<file path="src/rtl/inst_line_responder.sv">
// Instruction-fetch responder backed by a single line buffer.
// Hits are answered combinationally. A miss triggers a burst read of the
// whole line from physical memory, one beat per pmem_resp.
//
// state | meaning
// IDLE  | serve hits from the line buffer, launch a burst on a miss
// FETCH | burst in flight, collect beats into the line buffer
module inst_line_responder #(
    parameter int BEAT_W = 64,
    parameter int BEATS  = 4
) (
    input  logic              clk,
    input  logic              reset,
    input  logic              inst_read,
    input  logic [31:0]       inst_addr,
    output logic [31:0]       inst_rdata,
    output logic              inst_resp,
    output logic              pmem_read,
    output logic [31:0]       pmem_address,
    input  logic [BEAT_W-1:0] pmem_rdata,
    input  logic              pmem_resp
);

    localparam int LINE_W = BEAT_W * BEATS;
    localparam int OFF    = $clog2(LINE_W / 8);
    localparam int TAG_W  = 32 - OFF;
    localparam int WORDS  = LINE_W / 32;
    localparam int IDX_W  = OFF - 2;
    localparam int CNT_W  = $clog2(BEATS);

    typedef enum logic {
        IDLE,
        FETCH
    } state_t;

    state_t            state_q;
    state_t            state_d;
    logic [LINE_W-1:0] line_q;
    logic [TAG_W-1:0]  tag_q;
    logic              line_valid;
    logic [CNT_W-1:0]  beat_cnt;

    logic [TAG_W-1:0]  req_tag;
    logic [IDX_W-1:0]  word_idx;
    logic [31:0]       word_sel;
    logic              hit;
    logic              last_beat;
    logic              miss_start;
    logic              fill_done;
    logic              unused_addr_bits;

    assign req_tag          = inst_addr[31:OFF];
    assign word_idx         = inst_addr[OFF-1:2];
    assign unused_addr_bits = ^inst_addr[1:0];
    assign hit              = (state_q == IDLE) && inst_read && line_valid && (tag_q == req_tag);
    assign last_beat        = pmem_resp && (beat_cnt == CNT_W'(BEATS - 1));

    // Pick the addressed 32-bit word out of the line buffer.
    always_comb begin
        word_sel = '0;
        for (int i = 0; i < WORDS; i++) begin
            if (word_idx == IDX_W'(i)) begin
                word_sel = line_q[32*i +: 32];
            end
        end
    end

    // State register.
    always_ff @(posedge clk or posedge reset) begin
        if (reset) begin
            state_q <= IDLE;
        end else begin
            state_q <= state_d;
        end
    end

    // Next-state decode and fetch-side outputs; rdata is forced to zero unless a hit is served.
    always_comb begin
        state_d    = state_q;
        inst_resp  = 1'b0;
        inst_rdata = '0;
        miss_start = 1'b0;
        fill_done  = 1'b0;
        case (state_q)
            IDLE: begin
                if (hit) begin
                    inst_resp  = 1'b1;
                    inst_rdata = word_sel;
                end else if (inst_read) begin
                    miss_start = 1'b1;
                    state_d    = FETCH;
                end
            end
            FETCH: begin
                if (last_beat) begin
                    fill_done = 1'b1;
                    state_d   = IDLE;
                end
            end
            default: state_d = IDLE;
        endcase
    end

    // Line buffer, tag and burst interface; the tag comes from the registered burst
    // address so a redirect during the burst cannot mislabel the line.
    always_ff @(posedge clk or posedge reset) begin
        if (reset) begin
            line_q       <= '0;
            tag_q        <= '0;
            line_valid   <= 1'b0;
            beat_cnt     <= '0;
            pmem_read    <= 1'b0;
            pmem_address <= '0;
        end else begin
            if (miss_start) begin
                pmem_address <= {req_tag, {OFF{1'b0}}};
                pmem_read    <= 1'b1;
                beat_cnt     <= '0;
                line_valid   <= 1'b0;
            end
            if (state_q == FETCH && pmem_resp) begin
                for (int b = 0; b < BEATS; b++) begin
                    if (beat_cnt == CNT_W'(b)) begin
                        line_q[BEAT_W*b +: BEAT_W] <= pmem_rdata;
                    end
                end
                beat_cnt <= beat_cnt + CNT_W'(1);
            end
            if (fill_done) begin
                line_valid <= 1'b1;
                tag_q      <= pmem_address[31:OFF];
                pmem_read  <= 1'b0;
            end
        end
    end

endmodule

</file>
<file path="config.mk">
export PLATFORM = sky130hd
export DESIGN_NAME = inst_line_responder
export DESIGN_NICKNAME = d
export VERILOG_FILES = /design/src/rtl/inst_line_responder.sv
export SDC_FILE = /design/constraint.sdc
export NUM_CORES = 1
export LEC_CHECK = 0
export BUFFER_PORTS_ARGS = -buffer_cell sky130_fd_sc_hd__buf_2
export CAP_MARGIN = 20
export CORE_MARGIN = 3
export CORE_UTILIZATION = 30
export DETAILED_ROUTE_END_ITERATION = 12
export PLACE_DENSITY = 0.43
export SLEW_MARGIN = 20
export SYNTH_ARGS = -nofsm -noshare
export SYNTH_HDL_FRONTEND = slang
export SYNTH_SLANG_ARGS = --single-unit
</file>
<file path="constraint.sdc">
create_clock -name clk -period 12.8 [get_ports clk]
set_input_delay 2.56 -clock clk [delete_from_list [all_inputs] [get_ports clk]]
set_output_delay 2.56 -clock clk [all_outputs]
set_load 0.1 [all_outputs]
</file>
==> run summary <==
Across all layers, the routed design uses roughly 9400 vias. The slew at the pin with the worst max-slew slack came out at 1.02 ns. The number of hold-slack violations in the final timing report came to 0.

The multi-input gate area in the final layout came out at 6240 µm². From left edge to right edge, the die measures 226 µm. A synthesized cell averages between 10 and 15 µm². The area of the core is 47100 µm². For this run, the total global-route usage over all layers was measured as 0.151.

Setup violations remaining at the end of the flow were counted as 0. The number of antenna violations at the first check in global routing is 7. Clock latency on the worst-skew pair, taken at its later pin, is 0.54 ns.

The effective utilization at floorplan came out at 0.307. The number of sinks driven by the clock tree is 315. The run finished with clean final reports.

The remaining routing DRC violations is 0. The cell count after synthesis is 1116. The maximum operating frequency is 116 MHz. STA classifies the critical path startpoint as an input port. The maximum level of the CTS H-tree is 2. The total I/O pin count is 166.

The clock root buffer is sky130_fd_sc_hd__clkbuf_16. Of the post-synthesis cell area, the dominant cell type holds 0.544. The share of the yosys chip area belonging to registers is 0.544. The number of buffers inserted to repair setup after CTS came out at 0. The critical path required time came out at 10.24 ns. Of the cells placed in the final design, the portion with a size suffix greater than 1 is 0.463. The quantity of gates resized following cts is 0. The period utilization came out at 0.673. Setup repair after global routing left no endpoint under its margin. The routed length per instance is 20.4 µm. The total standard cell area after synthesis came out at 14500 µm².

Routability-driven placement finished with a final weighted congestion of 0.674. Yosys mapped the design onto 38 distinct sky130hd cell types. The worst-case headroom to the max-slew limit came out at 0.319. The setup TNS came out at 0 ns. The library cells used most frequently in the layout, excluding fill and tap cells, are 337 x sky130_fd_sc_hd__mux2_2, 315 x sky130_fd_sc_hd__dfrtp_1, 156 x sky130_fd_sc_hd__buf_2, 57 x sky130_fd_sc_hd__o22ai_1, 50 x sky130_fd_sc_hd__o21ai_0. Detailed placement finished with a half-perimeter wire length of ~22 mm. In the post-synthesis netlist, the biggest area contributors are sky130_fd_sc_hd__dfrtp_1 54%, sky130_fd_sc_hd__mux2_2 26%, sky130_fd_sc_hd__o22ai_1 2.5%. The library cell used most frequently in the layout, excluding fill and tap cells, is sky130_fd_sc_hd__mux2_2. The worst clock skew on the final layout is 0.0100 ns.

In this run the remaining antenna-violating nets after routing total 0. The DRC marker count from the first detailed-route iteration came out at between 400 and 500. The post-detailed-routing wire length is between 30 and 40 mm. The power per cell area came out at 248 nW/µm². The biggest fanout along the worst timing path is about 70.

sky130_fd_sc_hd__dfrtp_1 takes more of the synthesized area than any other cell. Yosys printed 0 warnings. The endpoint class of the critical path is an output pin. The total power after layout is 4.24 mW.

The worst hold-check path type is reg -> reg. The register area came out at 7880 µm². TritonCTS built the clock tree. The net count of the finished layout is about 1400. The critical path is of the in -> out type. Relative to the synthesized area, the layout overhead comes to 17.9%. The via count normalized by instance count is 4.98. The largest voltage drop on the vdd net came out at between 0.15 and 0.2 mV.

The number of violations of the max-capacitance limit came out at 0. The data arrival at the endpoint of the critical path is 6.06 ns. The total of flip-flops plus latches after synthesis is approximately 320. The final critical delay including setup and external delays is about 8.6 ns. The count of final max-slew check failures is 0. The leakage power came out at between 7 and 8 nW.

For this run the aggregate overflow at the end of global routing stands at 0. In this run the deepest clock path goes through 3 buffers. Clock-pin slew was measured on the worst setup and hold paths at 0.05 ns.

The length of the first detailed-routing pass in iterations is 4. The cell row count came out at a little under 80. The global-route wire length before repair is 59.6 mm.

The die is approximately 230 µm tall. The number of CTS-inserted buffers is 39. The layout filler cell count is 4614. The number of port buffers came out at about 160.

The number of hold buffers added after cts is 0. The number of global-route vias before repair came to 9882. The die covers 51000 µm².

The maximum number of pins on one net before global-route repair came out at 122.
[sequential cells by signal, summed over array words and instances, names as in the netlist]
signal and count:
beat_cnt 2, line_q 256, line_valid 1, pmem_address 27, pmem_read 1, state_q 1, tag_q 27
[synthesized netlist by cell type, drive strengths merged]
library cell  number
mux2             337
dfrtp            315
clkbuf            63
o22ai             57
o21ai             51
nor2              48
nand2             47
a221oi            31
buf               25
xnor2             20
inv               18
mux2i             14
a221o             13
o311ai            12
a21oi             10
xor2               9
a2111oi            7
nand3              7
a2bb2oi            5
nand4              5
nor4               5
ha                 4
nor2b              3
nand3b             2
o21a               2
and4               1
and4b              1
conb               1
nor3               1
or3                1
or4                1
[area by class of cell]
| class | count | area share |
|---|---|---|
| clock buffers | 62 | 0.0687 |
| multi-input cells | 699 | 0.365 |
| flip-flops and latches | 315 | 0.461 |
| well taps | 607 | 0.0444 |
| repair buffers | 175 | 0.0542 |
| diodes | 3 | 0.000439 |
| inverters | 18 | 0.00439 |
| clock inverters | 4 | 0.00132 |
[per-layer routing]
metal | wire length, µm | part of all wire | GRT usage | vias to the layer above
met5 | 46 | 0.0012 | 0 | -
met4 | 772 | 0.020 | 0.0373 | 8
met3 | 2190 | 0.057 | 0.0442 | 61
met2 | 17100 | 0.45 | 0.237 | 167
met1 | 18200 | 0.48 | 0.207 | 4769
li1 | - | - | - | 4380
[critical path: stages]
cell	delay [ns]
sky130_fd_sc_hd__buf_2	0.07
sky130_fd_sc_hd__buf_4	0.43
sky130_fd_sc_hd__inv_2	0.04
sky130_fd_sc_hd__buf_4	0.43
sky130_fd_sc_hd__nand2_1	0.84
sky130_fd_sc_hd__buf_4	0.44
sky130_fd_sc_hd__o22ai_1	0.11
sky130_fd_sc_hd__a2111oi_0	0.56
sky130_fd_sc_hd__buf_2	0.53
[stage by stage]
step / hold WS [ns] / util / cell area (µm²) / setup slack (ns) / cells
2_1_floorplan: 0.474 / - / 14500 / 1.53 / 1120
3_3_place_gp: 0.461 / 0.337 / 15900 / 4.15 / 1814
3_5_place_dp: 0.462 / 0.337 / 15900 / 4.10 / 1814
4_1_cts: 0.479 / 0.362 / 17100 / 4.09 / 1880
5_1_grt: 0.509 / 0.362 / 17100 / 3.93 / 1880
6_report: 0.476 / 0.363 / 17100 / 4.18 / 1883
[kinds of logic (layout without fill, tap and decap cells)]
family,after synthesis,in the layout,synth area share
mux,351,351,0.271
flops,315,315,0.544
compound gates,188,188,0.0962
simple gates,122,122,0.0367
buf+inv,106,259,0.0306
xor+xnor,29,29,0.0175
fa+ha+maj,4,4,0.00345
other cells,1,8,0.000259
[worst paths after layout]
path / from / endpoint / slack [ns] / cells past startpoint
max in group asynchronous: reset / line_q[87] / 8.17 / 4
min reg2reg: pmem_read / pmem_read / 0.48 / 2
min: pmem_read / pmem_read / 0.48 / 2
min in group asynchronous: reset / line_q[137] / 2.18 / 2
max reg2reg: state_q / pmem_address[9] / 10.02 / 6
max: inst_addr[2] / inst_rdata[31] / 4.18 / 9
[where the power goes]
group	internal [mW]	total, mW	switching (mW)
Clock	0.625	1.05	0.425
Combinational	0.655	1.43	0.778
Sequential	1.50	1.75	0.251
Total	2.78	4.24	1.45
Power figures use the tool's default switching activity.
